`config.mk`:
```
export PLATFORM = sky130hd
export DESIGN_NAME = multiplicador_seq_param
export DESIGN_NICKNAME = d
export VERILOG_FILES = /design/src/rtl/mult_pkg.sv /design/src/rtl/step_counter.sv /design/src/rtl/multiplicador_seq_param.sv
export SDC_FILE = /design/constraint.sdc
export NUM_CORES = 1
export LEC_CHECK = 0
export CAP_MARGIN = 20
export CORE_ASPECT_RATIO = 1.2
export CORE_MARGIN = 3
export CORE_UTILIZATION = 50
export CTS_CLUSTER_SIZE = 12
export DETAILED_ROUTE_END_ITERATION = 8
export PLACE_DENSITY = 0.76
export SYNTH_ARGS = -nofsm -noshare
export SYNTH_HDL_FRONTEND = slang
export SYNTH_HIERARCHICAL = 1
export SYNTH_SLANG_ARGS = --single-unit
```
`constraint.sdc`:
```
create_clock -name Clk -period 4.8 [get_ports Clk]
set_input_delay 0.48 -clock Clk [delete_from_list [all_inputs] [get_ports Clk]]
set_output_delay 0.48 -clock Clk [all_outputs]
set_load 0.02 [all_outputs]
```
`src/rtl/mult_pkg.sv`:
```
// Shared definitions for the sequential multiplier: FSM state codes and
// the radix-2 Booth operation selected on each step.
package mult_pkg;

  typedef logic [1:0] state_t;

  localparam state_t ST_IDLE = 2'd0;
  localparam state_t ST_RUN  = 2'd1;
  localparam state_t ST_DONE = 2'd2;

  typedef enum logic [1:0] {
    OP_NOP = 2'd0,
    OP_ADD = 2'd1,
    OP_SUB = 2'd2
  } booth_op_t;

  // Unsigned mode adds on Q[0]; signed mode inspects the {Q[0], q_1} pair.
  function automatic booth_op_t booth_decode(input logic signed_mode,
                                             input logic q0,
                                             input logic q_1);
    booth_op_t op;
    op = OP_NOP;
    if (!signed_mode) begin
      if (q0) op = OP_ADD;
    end else begin
      case ({q0, q_1})
        2'b01:   op = OP_ADD;
        2'b10:   op = OP_SUB;
        default: op = OP_NOP;
      endcase
    end
    return op;
  endfunction

endpackage

```
`src/rtl/step_counter.sv`:
```
// Loadable down-counter that tracks the remaining multiply steps and flags
// the final one.
module step_counter #(
  parameter int CNT_W = 3
) (
  input  logic             Clk,
  input  logic             Rst,
  input  logic             Load,
  input  logic             Dec,
  input  logic [CNT_W-1:0] Value,
  output logic             Last
);

  logic [CNT_W-1:0] count;

  always_ff @(posedge Clk) begin
    if (Rst)
      count <= '0;
    else if (Load)
      count <= Value;
    else if (Dec)
      count <= count - CNT_W'(1);
  end

  assign Last = (count == CNT_W'(1));

endmodule

```
`src/rtl/multiplicador_seq_param.sv`:
```
// W-bit sequential multiplier, unsigned shift-add or signed radix-2 Booth,
// one step per cycle with a St/Done/Idle handshake that allows back-to-back starts.
module multiplicador_seq_param
  import mult_pkg::*;
#(
  parameter int W = 4
) (
  input  logic           Clk,
  input  logic           Rst,
  input  logic           St,
  input  logic           Signed,
  input  logic [W-1:0]   Multiplicando,
  input  logic [W-1:0]   Multiplicador,
  output logic [2*W-1:0] Produto,
  output logic           Done,
  output logic           Idle
);

  localparam int CNT_W = $clog2(W + 1);

  state_t    state;
  logic [W-1:0] a_reg;
  logic [W-1:0] q_reg;
  logic [W-1:0] mcand;
  logic      q_1;
  logic      sgn;
  logic      last;
  logic      accept;
  booth_op_t op;
  logic [W:0] ext_a;
  logic [W:0] ext_m;
  logic [W:0] sum;

  assign accept = St && ((state == ST_IDLE) || (state == ST_DONE));
  assign op     = booth_decode(sgn, q_reg[0], q_1);

  // The extra top bit keeps the carry (unsigned) or the true sign (signed),
  // so an overflowing add still shifts the correct bit into A.
  assign ext_a = {sgn & a_reg[W-1], a_reg};
  assign ext_m = {sgn & mcand[W-1], mcand};

  always_comb begin
    sum = ext_a;
    case (op)
      OP_ADD:  sum = ext_a + ext_m;
      OP_SUB:  sum = ext_a - ext_m;
      default: sum = ext_a;
    endcase
  end

  step_counter #(.CNT_W(CNT_W)) u_step_counter (
    .Clk   (Clk),
    .Rst   (Rst),
    .Load  (accept),
    .Dec   (state == ST_RUN),
    .Value (CNT_W'(W)),
    .Last  (last)
  );

  always_ff @(posedge Clk) begin
    if (Rst) begin
      state   <= ST_IDLE;
      a_reg   <= '0;
      q_reg   <= '0;
      mcand   <= '0;
      q_1     <= 1'b0;
      sgn     <= 1'b0;
      Produto <= '0;
    end else begin
      case (state)
        ST_RUN: begin
          a_reg <= sum[W:1];
          q_reg <= {sum[0], q_reg[W-1:1]};
          q_1   <= q_reg[0];
          if (last) begin
            Produto <= {sum, q_reg[W-1:1]};
            state   <= ST_DONE;
          end
        end
        ST_IDLE, ST_DONE: begin
          if (St) begin
            a_reg <= '0;
            q_reg <= Multiplicador;
            mcand <= Multiplicando;
            q_1   <= 1'b0;
            sgn   <= Signed;
            state <= ST_RUN;
          end else begin
            state <= ST_IDLE;
          end
        end
        default: state <= ST_IDLE;
      endcase
    end
  end

  assign Done = (state == ST_DONE);
  assign Idle = (state == ST_IDLE);

endmodule

```
---- Word level (Yosys, flattened, before mapping) ----
Cells that the tools add are included.
storage, ports and cells
  register bits ........................... 27
  output and inout bits ................... 10
  word-level logic and storage cells ...... 48
cells by class
  add/subtract/negate cells ............... 3
  eq/ne operators ......................... 9
  multiplexer cells ....................... 15
  bitwise gates (word level) .............. 2
  reductions and logical operators ........ 10
operator list
  operator                                             count
  one-hot mux 4 bit (2 select lines)                   2
  one-hot mux 5 bit (2 select lines)                   1
  2-to-1 mux 4 bit                                     2
  one-hot mux 2 bit (2 select lines)                   2
  equality test 2 x 1 -> 1 bit, second input constant  3
  equality test 2 bit, second input constant           3
  2-to-1 mux 3 bit                                     2
  AND reduction 2 bit                                  3
  adder 5 bit                                          1
  subtractor 5 bit                                     1
  2-to-1 mux 2 bit                                     2
  != test 2 bit, second input constant                 2
  nonzero test 2 bit                                   2
  OR reduction 2 bit                                   2
  equality test 3 x 1 -> 1 bit, second input constant  1
  2-to-1 mux 1 bit                                     3
  subtractor 3 x 1 -> 3 bit, second input constant     1
  AND 1 bit                                            2
  zero test 2 bit                                      1
  one-hot mux 1 bit (2 select lines)                   1
  logical AND 1 bit                                    1
  logical OR 1 bit                                     1

---- Depth between registers and ports, before layout ----
  word-level depth ........................ 6
  depth in mapped cells ................... 11
  depth with buffers taken out ............ 11

---- By module ----
The synthesis kept the hierarchy.
by module, submodules not included
  module                   instances  cells each  area each (µm²)  sequential area each (µm²)
  multiplicador_seq_param  1          154         1270.0           480.5
  step_counter             1          20          187.7            60.1

---- Worst setup path after synthesis ----
No wires, ideal clock.
  path type ............................... register -> register
  start ................................... reg sgn
  end ..................................... reg Produto[7]
  arrival time ............................ 2.487 ns
  required time ........................... 4.712 ns
  slack ................................... 2.225 ns
  cell stages (with the launch flop) ...... 11
  path buffers ............................ 0
  cell sequence ........................... dfxtp_1 nand2_1 mux2_2 ha_1 mux2_2 fa_1 nand2b_1 a21oi_1 xnor2_1 o21bai_1 a311oi_2
between the ends
  word-level cells in the longest chain between the ends .. 3
ends and longest elaborated chain
  what                                            line                           RTL
  start, declared                                 multiplicador_seq_param.sv:26  logic sgn;
  start signal, assigned                          multiplicador_seq_param.sv:86  sgn <= Signed;
  AND 1 bit, or another cell as far along         multiplicador_seq_param.sv:39  assign ext_a = {sgn & a_reg[W-1], a_reg};
  subtractor 5 bit, or another cell as far along  multiplicador_seq_param.sv:46  OP_SUB: sum = ext_a - ext_m;
  one-hot mux 5 bit (2 select lines) *            multiplicador_seq_param.sv:44  case (op)
  end signal, assigned                            multiplicador_seq_param.sv:76  Produto <= {sum, q_reg[W-1:1]};
  end, declared                                   multiplicador_seq_param.sv:14  output logic [2*W-1:0] Produto,
Every way passes the cells marked *; elsewhere a longest branch is shown, timed or not.
A chain may end at the register's enable or synchronous reset.

---- Worst setup path in the final report ----
Same ends and word-level chain as after synthesis.

==> metrics.csv <==
stage,metric,value,unit
timing,skew,3.91,ps
critical_path,cp_cell_sequence,nand2_1 -> mux2_2 -> ha_1 -> mux2_2 -> fa_1 -> nand2b_1 -> a21oi_1 -> xnor2_1 -> o21bai_1 -> a311oi_2,
global_routing,grt_use_total,17.5,%
clock_network,cts_tree,built,
route,drc,0,
critical_path,endpoint_kind,register,
layout,diodes,0,
worst_hold_path,hold_path.class,reg -> reg,
timing,setup_viol,0,
die,die_y,65.1,µm
global_routing,antenna_found_initial,0,
placement,dpl.hpwl,2310,µm
critical_path,critical-path-max-stage-delay,480,ps
global_routing,grt_max_degree,30,
die,start_util,55.0,%
synth,avgSynthCellArea,8.38,µm²
route,routed_wl,3030,µm
clock_network,path_clk_slew,150,ps
layout,syn2layout_area_growth,17.5,%
clock_network,htree_levels,1,
power,power.total,498,µW
die,ios,22,
global_routing,first_global_vias,1135,
die,rows,20,
timing,post-route-period-util,61.2,%
synth,synth_common_cells,"27 x dfxtp_1, 27 x nand2_1, 21 x nor2_1, 13 x a21oi_1",
clock_network,cts_hold_buf,0,
timing,relSlewSlack,27.7,%
critical_path,r2r_setup_slack,1860,ps
timing,period_needed,2940,ps
critical_path,cp-start-kind,register,
power,p_leak,0.000648,µW
clock_network,ctsResizeCount,0,
timing,max_freq,340,MHz
layout,final_layout_size_suffix_gt1_share,7.25,%
timing,finalHoldViolCount,0,
power,ir_drop,0.174,mV
clock_network,cts.path.max_buffers,2,
critical_path,critPathArrivalTime,3170,ps
status,status,completed,
power,p_clk_share,20.5,%
die,die_area,3600,µm²
placement,dp_cells,222,
die,die_w,55.3,µm
route,drt_iter0_markers,23,
power,power.switching,161,µW
power,intPower,337,µW
synth,yosysWarnings,6,
clock_network,clock_latency,330,ps
synth,yosys_most_used_dff,dfxtp_1,
route,vias,1230,
critical_path,critPathRequiredTime,5030,ps
synth,synthTopCellsByArea,"dfxtp_1 37%, nand2_1 7.0%, ha_1 6.9%, nor2_1 5.4%, a211oi_1 4.6%",
synth,ys_async_sr_fraction,0,%
critical_path,path_class,reg -> reg,
synth,ys_types,37,
power,power_switching_share,32.3,%
route,first_pass_iters,4,
placement,port_buffers,21,
placement,globalplace.congestion,0.870,
layout,largest_reg_flops,8,
power,combPwrFrac,28.6,%
clock_network,root_buffer,clkbuf_4,
synth,synthesis.area,1460,µm²
power,power_density,291,nW/µm²
clock_network,cts_setup_buffers,0,
synth,ys_seq_elements,27,
critical_path,critPathSlowestCell,dfxtp_1,
route,drtAntennaViolNets,0,
synth,synth_edf_count,0,
layout,fin_nets,215,
layout,final_util,64.6,%
clock_network,cts_sinks,27,
global_routing,gr-total-overflow,0,
layout,largest_register,Produto,
die,fp.coreArea,2650,µm²
job,drv_cap,0,
synth,syn_inst,174,
critical_path,cp.buffers_inverters,0,
timing,finalSetupTns,0,ps
clock_network,cts_buffers,3,
timing,maxSlewViolCount,0,
route,viasPerCell,5.44,
timing,rsz0062_at_grt,no,
critical_path,cp_max_fo,7,
critical_path,cp_top_family,adder cells,
power,seqPwrFrac,50.9,%
timing,worst_pin_slew,1080,ps
global_routing,grt_pass1_wl,5040,µm
critical_path,path_common_cell,mux2_2,
synth,yosysSeqAreaShare,37.1,%
synth,synth_top_area_cell,dfxtp_1,
layout,instances_no_fill,226,
synth,synth_top_area_share,37.1,%
route,wl_per_cell,13.4,µm
[worst paths after layout]
kind                                 from  depth (start not counted)                       to
hold / removal    Produto[0]$_SDFFE_PP0P_                          2  Produto[0]$_SDFFE_PP0P_
setup reg to reg         sgn$_SDFFE_PP0P_                         10  Produto[7]$_SDFFE_PP0P_
hold reg to reg   Produto[0]$_SDFFE_PP0P_                          2  Produto[0]$_SDFFE_PP0P_
setup / recovery         sgn$_SDFFE_PP0P_                         10  Produto[7]$_SDFFE_PP0P_
[power by group through the flow]
stage | Combinational [µW] | Clock, µW | Sequential, µW
detailed placement | 143 | 0 | 259
floorplan | 107 | 0 | 255
global placement | 137 | 0 | 257
global route | 158 | 116 | 256
CTS | 143 | 107 | 254
finish | 142 | 102 | 254
[through the flow]
step | setup WS [ps] | hold slack (ps) | area (µm²)
floorplan | 2220 | 445 | 1460
global placement | 2120 | 445 | 1680
detailed placement | 1900 | 447 | 1680
CTS | 1850 | 467 | 1710
global route | 1720 | 488 | 1710
finish | 1860 | 465 | 1710
[tightest hold or removal path, stage by stage, from the launching register on]
cell and delay [ps]:
dfxtp_1 340, nand2_1 50, a21oi_1 50
[kinds of logic after synthesis]
| kind of cell | after synthesis | synth area share [%] |
|---|---|---|
| and+or+nand+nor | 67 | 22.1 |
| AOI/OAI and AO/OA | 36 | 17.7 |
| DFF | 27 | 37.1 |
| buffers and inverters | 19 | 5.15 |
| adders and majority gates | 9 | 8.24 |
| muxes | 8 | 5.67 |
| xor gates and xnor gates | 6 | 3.61 |
| other | 2 | 0.515 |
[area by class of cell]
class / instances / area, µm²
multi-input cells: 129 / 846
flip-flops and latches: 27 / 541
well taps: 33 / 41.3
clock buffers: 3 / 22.5
inverters: 12 / 45.0
clock inverters: 1 / 7.51
repair buffers: 21 / 210
fillers: 258 / 940
[layout by cell type (no fill, tap or decap), types with 4 or more instances in the layout]
| master | n |
|---|---|
| a211oi_1 | 9 |
| a21oi_1 | 13 |
| clkdlybuf4s50_1 | 21 |
| dfxtp_1 | 27 |
| ha_1 | 8 |
| inv_1 | 9 |
| mux2i_1 | 6 |
| nand2_1 | 27 |
| nand2b_1 | 4 |
| nor2_1 | 21 |
| nor2b_1 | 5 |
| xnor2_1 | 5 |
[per-layer routing]
metal | up-vias | track usage [%] | wire (µm)
met5 | - | 0 | 0
met4 | 0 | 7.90 | 38
met3 | 4 | 1.96 | 71
met2 | 15 | 32.7 | 1620
met1 | 583 | 19.7 | 1310
li1 | 628 | - | -
(Power assumes the default switching activity.)
